$ cat config.mk
export PLATFORM = sky130hd
export DESIGN_NAME = cpu_wb_arbiter_flat
export DESIGN_NICKNAME = d
export VERILOG_FILES = /design/src/rtl/cpu_wb_if.sv /design/src/rtl/cpu_wb_arbiter.sv /design/src/flat_wrapper.sv
export SDC_FILE = /design/constraint.sdc
export NUM_CORES = 1
export LEC_CHECK = 0
export BUFFER_PORTS_ARGS = -buffer_cell sky130_fd_sc_hd__buf_2
export CAP_MARGIN = 15
export CORE_UTILIZATION = 35
export CTS_CLUSTER_DIAMETER = 40
export CTS_CLUSTER_SIZE = 28
export DETAILED_ROUTE_END_ITERATION = 12
export PLACE_DENSITY = 0.7
export SKIP_LAST_GASP = 1
export SLEW_MARGIN = 10
export SYNTH_ARGS = -nofsm -noshare
export SYNTH_HDL_FRONTEND = slang
export SYNTH_SLANG_ARGS = --single-unit
$ cat constraint.sdc
create_clock -name clk -period 1.4 [get_ports clk]
set_clock_uncertainty 0.1 [all_clocks]
set_input_delay 0.14 -clock clk [delete_from_list [all_inputs] [get_ports clk]]
set_output_delay 0.14 -clock clk [all_outputs]
set_load 0.02 [all_outputs]
$ cat src/rtl/cpu_wb_if.sv
// cpu_wb_if: writeback request channels, issue reservation, hazard query and register-file write port
interface cpu_wb_if #(parameter int XLEN = 32);
  logic            alu_valid;
  logic            alu_ready;
  logic [4:0]      alu_rd;
  logic [XLEN-1:0] alu_data;
  logic            mem_valid;
  logic            mem_ready;
  logic [4:0]      mem_rd;
  logic [XLEN-1:0] mem_data;
  logic            issue_valid;
  logic [4:0]      issue_rd;
  logic [4:0]      a1;
  logic [4:0]      a2;
  logic            stall;
  logic            we3;
  logic [4:0]      a3;
  logic [XLEN-1:0] wd3;
  modport master (
    output alu_valid, alu_rd, alu_data, mem_valid, mem_rd, mem_data,
           issue_valid, issue_rd, a1, a2,
    input  alu_ready, mem_ready, stall, we3, a3, wd3
  );
  modport slave (
    input  alu_valid, alu_rd, alu_data, mem_valid, mem_rd, mem_data,
           issue_valid, issue_rd, a1, a2,
    output alu_ready, mem_ready, stall, we3, a3, wd3
  );
endinterface

$ cat src/rtl/cpu_wb_arbiter.sv
// cpu_wb_arbiter: round-robin ALU/load writeback arbiter feeding the register-file write port.
// Define CPU_WB_SCOREBOARD_EN to build the pending-register scoreboard and RAW stall.
module cpu_wb_arbiter #(parameter int XLEN = 32) (
  input  logic      clk,
  input  logic      rst,
  cpu_wb_if.slave   bus
);
  logic            last_mem;
  logic            grant_alu;
  logic            grant_mem;
  logic            xfer;
  logic [4:0]      rd_sel;
  logic [XLEN-1:0] data_sel;
  // last_mem=1 means MEM took the last transfer, so the ALU wins the next tie
  always_comb begin
    grant_alu = bus.alu_valid & (~bus.mem_valid | last_mem);
    grant_mem = bus.mem_valid & ~grant_alu;
    bus.alu_ready = ~rst & grant_alu;
    bus.mem_ready = ~rst & grant_mem;
    xfer = bus.alu_ready | bus.mem_ready;
    rd_sel = grant_alu ? bus.alu_rd : bus.mem_rd;
    data_sel = grant_alu ? bus.alu_data : bus.mem_data;
  end
  always_ff @(posedge clk) begin
    if (rst) begin
      last_mem <= 1'b1;
      bus.we3 <= 1'b0;
      bus.a3 <= '0;
      bus.wd3 <= '0;
    end else begin
      bus.we3 <= xfer & (rd_sel != 5'd0);
      if (xfer) begin
        last_mem <= grant_mem;
        bus.a3 <= rd_sel;
        bus.wd3 <= data_sel;
      end
    end
  end
`ifdef CPU_WB_SCOREBOARD_EN
  logic [31:0] pending;
  // the set is written after the clear so it wins on a same-edge collision
  always_ff @(posedge clk) begin
    if (rst) pending <= '0;
    else begin
      if (bus.we3) pending[bus.a3] <= 1'b0;
      if (bus.issue_valid && bus.issue_rd != 5'd0) pending[bus.issue_rd] <= 1'b1;
    end
  end
  assign bus.stall = ~rst & ((bus.a1 != 5'd0 && pending[bus.a1]) ||
                             (bus.a2 != 5'd0 && pending[bus.a2]));
`else
  logic unused_sb;
  assign unused_sb = ^{bus.issue_valid, bus.issue_rd, bus.a1, bus.a2};
  assign bus.stall = 1'b0;
`endif
endmodule

$ cat src/flat_wrapper.sv
// flat-port wrapper written by rule: the top's interface ports become plain ports
module cpu_wb_arbiter_flat 
#(parameter int XLEN = 32)
  (clk, rst, bus_alu_valid, bus_alu_rd, bus_alu_data, bus_mem_valid, bus_mem_rd, bus_mem_data, bus_issue_valid, bus_issue_rd, bus_a1, bus_a2, bus_alu_ready, bus_mem_ready, bus_stall, bus_we3, bus_a3, bus_wd3);
  cpu_wb_if #(.XLEN(XLEN)) bus_i ();
  input  logic clk;
  input  logic rst;
  input wire logic [$bits(bus_i.alu_valid)-1:0] bus_alu_valid;
  input wire logic [$bits(bus_i.alu_rd)-1:0] bus_alu_rd;
  input wire logic [$bits(bus_i.alu_data)-1:0] bus_alu_data;
  input wire logic [$bits(bus_i.mem_valid)-1:0] bus_mem_valid;
  input wire logic [$bits(bus_i.mem_rd)-1:0] bus_mem_rd;
  input wire logic [$bits(bus_i.mem_data)-1:0] bus_mem_data;
  input wire logic [$bits(bus_i.issue_valid)-1:0] bus_issue_valid;
  input wire logic [$bits(bus_i.issue_rd)-1:0] bus_issue_rd;
  input wire logic [$bits(bus_i.a1)-1:0] bus_a1;
  input wire logic [$bits(bus_i.a2)-1:0] bus_a2;
  output wire logic [$bits(bus_i.alu_ready)-1:0] bus_alu_ready;
  output wire logic [$bits(bus_i.mem_ready)-1:0] bus_mem_ready;
  output wire logic [$bits(bus_i.stall)-1:0] bus_stall;
  output wire logic [$bits(bus_i.we3)-1:0] bus_we3;
  output wire logic [$bits(bus_i.a3)-1:0] bus_a3;
  output wire logic [$bits(bus_i.wd3)-1:0] bus_wd3;
  assign bus_i.alu_valid = bus_alu_valid;
  assign bus_i.alu_rd = bus_alu_rd;
  assign bus_i.alu_data = bus_alu_data;
  assign bus_i.mem_valid = bus_mem_valid;
  assign bus_i.mem_rd = bus_mem_rd;
  assign bus_i.mem_data = bus_mem_data;
  assign bus_i.issue_valid = bus_issue_valid;
  assign bus_i.issue_rd = bus_issue_rd;
  assign bus_i.a1 = bus_a1;
  assign bus_i.a2 = bus_a2;
  assign bus_alu_ready = bus_i.alu_ready;
  assign bus_mem_ready = bus_i.mem_ready;
  assign bus_stall = bus_i.stall;
  assign bus_we3 = bus_i.we3;
  assign bus_a3 = bus_i.a3;
  assign bus_wd3 = bus_i.wd3;
  cpu_wb_arbiter #(.XLEN(XLEN)) u_core (.clk(clk), .rst(rst), .bus(bus_i));
endmodule
==> metrics.yaml, run 1 <==
final_cell_mix: "buf_2 (116), dfxtp_1 (38), mux2i_1 (32)"
crit_slowest_cell: "dfxtp_2"
startpoint_type: "flip-flop"
coreArea_sq_um: 5238
arrival_ps: 1100
synth_top_cell_by_area: "dfxtp_1"
ys_ff_latch: 39
sw_frac_of_total_pct: 29.95
cpPeakStageDelay_ps: 340
antenna_found_initial: 0
worstHoldPathCells: 2
setup_viol: 0
ys_seq_area_share_pct: 39.80
first_iter_violations: 92
p_clk_share_pct: 28.0
dpl.cell_count: 371
cts_root_buffer: "clkbuf_8"
critPathCaptureType: "output pin"
min_period_ps: 1343
yosys-top-cells-area: "dfxtp_1 (40%), mux2i_1 (16%), a211oi_1 (8.4%)"
routed_via_density: 5.084
layout_commonest_cell: "buf_2"
finalCritPeriodShare_pct: 95.93
hold_viol_final: 0
r2r-start: "u_core.last_mem$_SDFFE_PP1P_"
vias: 1927
switchingPower_w: 0.0008132
rows: 26
drive_above_1_share_pct: 53.40
drt_wl_total_um: 5199
slew_viol_final: 0
place_congestion: 0.7266
cpLargestDelayFamily: "flip-flops"
r2r_cells: 4
die_w_um: 76.87
path_cells: "nand2b_4, nand2_4, and2_4, buf_4"
fin_nets: 403
hpwl_um: 3880
intPower_w: 0.001902
powerDensity_nw_per_um2: 1001
start_util_pct: 37.46
finalNonFillerCells: 379
drtAntennaViolNets: 0
first_pass_iters: 4
htreeDepth: 2
hp-class: "in2reg"
synthesis.area_sq_um: 1962
fmax_ghz: 0.7446
rsz0062_at_grt: "no"
outcome: "finished clean"
max-vdd-ir-drop_uv: 448.4
avgSynthCellArea_sq_um: 10.17
synth_top_area_share_pct: 39.80
finalSetupTns_ps: 0
ctsLongestPathBuffers: 2
syn_nets: 287
yosysUniqueCellTypes: 27
p_leak_nw: 1.299
cts_tree: "done"
clk_pin_slew_worst_paths_ps: 70
grt_max_degree: 40
grt_pass1_vias: 1891
io_pins: 135
wire_per_inst_um: 13.72
syn_to_final_growth_pct: 38.20
die_y_um: 76.87
diodes: 0
hold_start: "bus_mem_rd[3]"
grt_overflow: 0
r2r_slack_ps: 60
drc: 0
grt_usage_pct: 18.09
numCtsBuffers: 5
cp_num_buf_inv: 1
rr_endpoint: "u_core.bus.a3[1]$_SDFFE_PP0P_"
insertion_delay_ps: 280
die-area_sq_um: 5909
yosysWarnings: 0
criticalPathCategory: "reg2out"
crit_fanout: 5
hold_end: "u_core.bus.we3$_SDFF_PP0_"
crit_required_ps: 1160
cts_hold_buffers: 0
pwr-share-seq_pct: 45.9
max-cap-violations: 0
io_buffers: 117
grt_pass1_wl_um: 8652
power_frac_comb_pct: 26.0
synth_cells: 193
clock_sinks: 39
-- area by class of cell --
| cell class | instances | area, sq um |
|---|---|---|
| well taps | 70 | 87.58 |
| multi-input cells | 130 | 1037 |
| clock buffers | 6 | 82.58 |
| inverters | 1 | 3.754 |
| clock inverters | 1 | 5.005 |
| repair buffers | 132 | 713.2 |
| flip-flops and latches | 39 | 782.0 |
| fillers | 517 | 2526 |
-- synthesized netlist by cell type --
| cell | number |
|---|---|
| a311oi_1 | 5 |
| mux2i_1 | 32 |
| nand2b_1 | 1 |
| nor4_1 | 1 |
| nand2_2 | 1 |
| o21ai_0 | 4 |
| nor3_1 | 23 |
| conb_1 | 1 |
| nand4_1 | 1 |
| inv_2 | 1 |
| a211oi_1 | 22 |
| nor2_1 | 7 |
| clkbuf_1 | 3 |
| o21ai_1 | 2 |
| buf_6 | 4 |
| buf_4 | 8 |
| buf_2 | 7 |
| nor3_2 | 10 |
| and2_1 | 1 |
| o21ba_2 | 1 |
| nand3_1 | 5 |
| a211o_1 | 1 |
| a211oi_2 | 10 |
| o211a_1 | 1 |
| and2b_1 | 1 |
| dfxtp_1 | 39 |
| buf_1 | 1 |
-- state kept, by name, summed over array words and instances, names as in the netlist --
register,cells
u_core.bus.a3,5
u_core.bus.wd3,32
u_core.bus.we3,1
u_core.last_mem,1
-- timing repair --
action / CTS / global route
endpoints found under the setup margin: 2 / 2
pin swaps: 1 / 0
gates resized for setup: 3 / 2
setup buffers: 1 / 0
-- power by group through the flow --
stage	logic (W)	clock network [W]	registers [W]
2_1_floorplan	0.000324	0	0.00139
5_1_grt	0.000765	0.000838	0.00126
4_1_cts	0.000712	0.000786	0.00125
3_5_place_dp	0.000703	0	0.00127
6_report	0.000706	0.000761	0.00125
3_3_place_gp	0.000692	0	0.00127
-- metrics by stage --
step           utilization (%)  hold slack, ps  worst slack (ps)  total power (W)  area [sq um]
2_1_floorplan                -           196.0             43.00         0.001712          1962
3_3_place_gp             49.59           305.5             131.9         0.001961          2597
3_5_place_dp             49.59           317.4             66.08         0.001975          2597
4_1_cts                  51.62           16.82            0.6577         0.002746          2704
5_1_grt                  51.77           25.21             4.061         0.002861          2711
6_report                 51.77           20.69             57.02         0.002715          2711
-- cells by family after synthesis --
logic type	synth area share (%)
compound gates	20.03
other cells	0.1911
flops	39.80
mux	16.33
simple gates	15.56
buf+inv	8.099
-- worst max-delay path by stage --
stage | slack, ps | start | cells past startpoint | to
detailed placement | 70 | u_core.last_mem$_SDFFE_PP1P_ | 4 | u_core.bus.a3[1]$_SDFFE_PP0P_
global placement | 130 | u_core.last_mem$_SDFFE_PP1P_ | 4 | u_core.bus.we3$_SDFF_PP0_
CTS | 0.7 | u_core.last_mem$_SDFFE_PP1P_ | 4 | bus_mem_ready
finish | 60 | u_core.last_mem$_SDFFE_PP1P_ | 4 | bus_mem_ready
global route | 4 | u_core.last_mem$_SDFFE_PP1P_ | 4 | bus_mem_ready
floorplan | 40 | u_core.last_mem$_SDFFE_PP1P_ | 5 | bus_mem_ready
-- per-layer routing --
layer	vias to the layer above	global-route usage, %	share of wire [%]
met4	0	6.923	1.5
met1	896	22.22	45
met5	-	0	0
li1	957	-	-
met3	8	2.381	5.2
met2	66	31.79	48
Power figures use the tool's default switching activity.
==> run 2: changes to the inputs <==
--- a/config.mk
+++ b/config.mk
@@ -7,13 +7,14 @@
 export LEC_CHECK = 0
 export BUFFER_PORTS_ARGS = -buffer_cell sky130_fd_sc_hd__buf_2
 export CAP_MARGIN = 15
-export CORE_UTILIZATION = 35
+export CORE_UTILIZATION = 40
 export CTS_CLUSTER_DIAMETER = 40
 export CTS_CLUSTER_SIZE = 28
 export DETAILED_ROUTE_END_ITERATION = 12
-export PLACE_DENSITY = 0.7
+export PLACE_DENSITY = 0.78
+export REMOVE_ABC_BUFFERS = 1
 export SKIP_LAST_GASP = 1
-export SLEW_MARGIN = 10
+export SLEW_MARGIN = 5
 export SYNTH_ARGS = -nofsm -noshare
 export SYNTH_HDL_FRONTEND = slang
 export SYNTH_SLANG_ARGS = --single-unit
==> run 2 against run 1 <==
  * The run now ends with negative setup slack left
  * Non-clock buffer count increased by 1
  * Power rose by 3.7%
  * Fmax fell by 4.5%
  * Clock power grew 8.3%
  * Core utilization up 7.8 points
  * Worst hold slack better by 18 ps
  * Combinational power up 5.0%
  * Die area shrank 12%
  * Clock-buffer cell count is 2 higher
  * Flip-flop and latch count stayed put
  * Wire length is 1.7% lower
  * Register-to-register slack got worse by 60 ps
  * Largest power group unchanged
==> metrics.yaml, run 2 (same netlist as run 1, synthesis figures left out) <==
fmax_ghz: 0.7113  # was 0.7446 GHz
crit_slowest_cell: "dfxtp_2"  # unchanged
powerDensity_nw_per_um2: 1000  # was 1001 nW/um^2
final_cell_mix: "buf_2 (115), dfxtp_1 (38), mux2i_1 (32)"  # was buf_2 (116), dfxtp_1 (38), mux2i_1 (32)
vias: 1935  # was 1927
die_y_um: 72.04  # was 76.87 um
grt_overflow: 0  # unchanged
hold_viol_final: 0  # unchanged
fin_nets: 404  # was 403
crit_fanout: 15  # was 5
setup_slack_ps: -5.840  # was 57.02 ps
outcome: "finished, violations left"  # was finished clean
rsz0062_at_grt: "yes"  # was no
antenna_found_initial: 0  # unchanged
r2r-start: "u_core.last_mem$_SDFFE_PP1P_"  # unchanged
cp_num_buf_inv: 1  # unchanged
numCtsBuffers: 5  # unchanged
startpoint_type: "flip-flop"  # unchanged
setup_viol: 1  # was 0
drtAntennaViolNets: 0  # unchanged
hpwl_um: 3559  # was 3880 um
layout_commonest_cell: "buf_2"  # unchanged
criticalPathCategory: "reg2reg"  # was reg2out
endpoint: "u_core.bus.a3[4]$_SDFFE_PP0P_"  # was bus_mem_ready
path_cells: "and2b_2, buf_12, o21ai_1, a311oi_1"  # was nand2b_4, nand2_4, and2_4, buf_4
final-seq-area_sq_um: 782.0  # unchanged
multi_input_area_sq_um: 1044  # was 1037 sq um
grt_pass1_wl_um: 7755  # was 8652 um
max-vdd-ir-drop_uv: 455.1  # was 448.4 uV
cpPeakStageDelay_ps: 330  # was 340 ps
finalCritPeriodShare_pct: 100.4  # was 95.93%
crit_required_ps: 1470  # was 1160 ps
max-cap-violations: 0  # unchanged
start_util_pct: 41.54  # was 37.46%
io_pins: 135  # unchanged
die-area_sq_um: 5189  # was 5909 sq um
rows: 25  # was 26
coreArea_sq_um: 4723  # was 5238 sq um
diodes: 0  # unchanged
min_period_ps: 1406  # was 1343 ps
first_iter_violations: 39  # was 92
r2r_slack_ps: -6  # was 60 ps
drc: 0  # unchanged
io_buffers: 117  # unchanged
grt_usage_pct: 19.34  # was 18.09%
clock_sinks: 39  # unchanged
pre_cts_slack_ps: 0.2801  # was 66.08 ps
drt_wl_total_um: 5112  # was 5199 um
hp-class: "in2reg"  # unchanged
ctsLongestPathBuffers: 2  # unchanged
critPathCaptureType: "flip-flop"  # was output pin
arrival_ps: 1480  # was 1100 ps
syn_to_final_growth_pct: 43.37  # was 38.20%
rr_endpoint: "u_core.bus.a3[4]$_SDFFE_PP0P_"  # was u_core.bus.a3[1]$_SDFFE_PP0P_
largest_reg_flops: 32  # unchanged
grt_max_degree: 40  # unchanged
cts_root_buffer: "clkbuf_8"  # unchanged
wire_per_inst_um: 13.52  # was 13.72 um
violations: "negative setup slack"
clk_pin_slew_worst_paths_ps: 70  # about the same
top_regs: "u_core.bus.wd3 x32, u_core.bus.a3 x5"  # unchanged
cp-startpoint: "u_core.last_mem$_SDFFE_PP1P_"  # unchanged
place_congestion: 0.8022  # was 0.7266
nFillCells: 422  # was 517
drive_above_1_share_pct: 53.38  # was 53.40%
cp.depth: 4  # unchanged
insertion_delay_ps: 280  # about the same
top_register: "u_core.bus.wd3"  # unchanged
p_leak_nw: 1.331  # was 1.299 nW
routed_via_density: 5.119  # was 5.084
first_pass_iters: 4  # unchanged
r2r_cells: 4  # unchanged
cpLargestDelayFamily: "compound AO/OA/AOI/OAI gates"  # was flip-flops
grt_pass1_vias: 1667  # was 1891
cts_tree: "done"  # unchanged
slew_viol_final: 0  # unchanged
die_w_um: 72.04  # was 76.87 um
htreeDepth: 2  # unchanged
fin_util_pct: 59.55  # was 51.77%
==> run 2: power breakdown <==
part	switching, W	internal, W	total [W]
combinational	0.000405	0.000336	0.000741
sequential	0.0000435	0.00120	0.00125
clock	0.000375	0.000450	0.000824
total	0.000823	0.00199	0.00281
==> run 2: cell type report <==
cell class	count	area share [%]
clock buffers	8	3.559
multi-input cells	130	37.10
inverters	1	0.1335
well taps	67	2.980
flip-flops and latches	39	27.80
repair buffers	133	28.43
==> run 2: tightest hold or removal path, stage by stage <==
cell	delay [ps]
buf_2	100
nand3_1	60
a311oi_1	80
==> run 2: layer usage <==
layer / track usage [%] / share of wire [%] / wire [um]
met1: 22.86 / 43 / 2205
met2: 35.43 / 51 / 2588
met3: 3.611 / 5.4 / 275
met4: 5.882 / 0.82 / 42
met5: 0 / 0 / 0
==> run 2: stage by stage <==
stage | hold WS (ps) | cell area, sq um | setup TNS (ps) | power (W) | cells
after CTS | 28.26 | 2815 | 0 | 0.002848 | 378
after global routing | 39.58 | 2813 | -128.8 | 0.002941 | 378
after detailed placement | 302.1 | 2621 | 0 | 0.001983 | 365
after global placement | 298.3 | 2621 | 0 | 0.001970 | 365
after floorplan | 104.6 | 1807 | -9929 | 0.001636 | 170
final | 38.94 | 2813 | -5.840 | 0.002814 | 378
==> run 2: timing repair <==
item,in CTS,in global routing
setup buffers,3,0
hold endpoints to repair,1,0
hold buffers,1,0
endpoints found under the setup margin,3,4
pin swaps,2,0
gates resized for setup,8,2
cloned,1,0
==> run 2: worst min-delay path by stage <==
stage          cells past startpoint           from                             end  slack, ps
4_1_cts                            3  bus_alu_rd[1]   u_core.bus.a3[1]$_SDFFE_PP0P_         30
3_3_place_gp                       2  bus_mem_rd[3]       u_core.bus.we3$_SDFF_PP0_        300
3_5_place_dp                       2  bus_mem_rd[3]       u_core.bus.we3$_SDFF_PP0_        300
2_1_floorplan                      1            rst  u_core.bus.wd3[0]$_SDFFE_PP0P_        100
5_1_grt                            3  bus_alu_rd[1]   u_core.bus.a3[1]$_SDFFE_PP0P_         40
6_report                           3  bus_alu_rd[1]   u_core.bus.a3[1]$_SDFFE_PP0P_         40
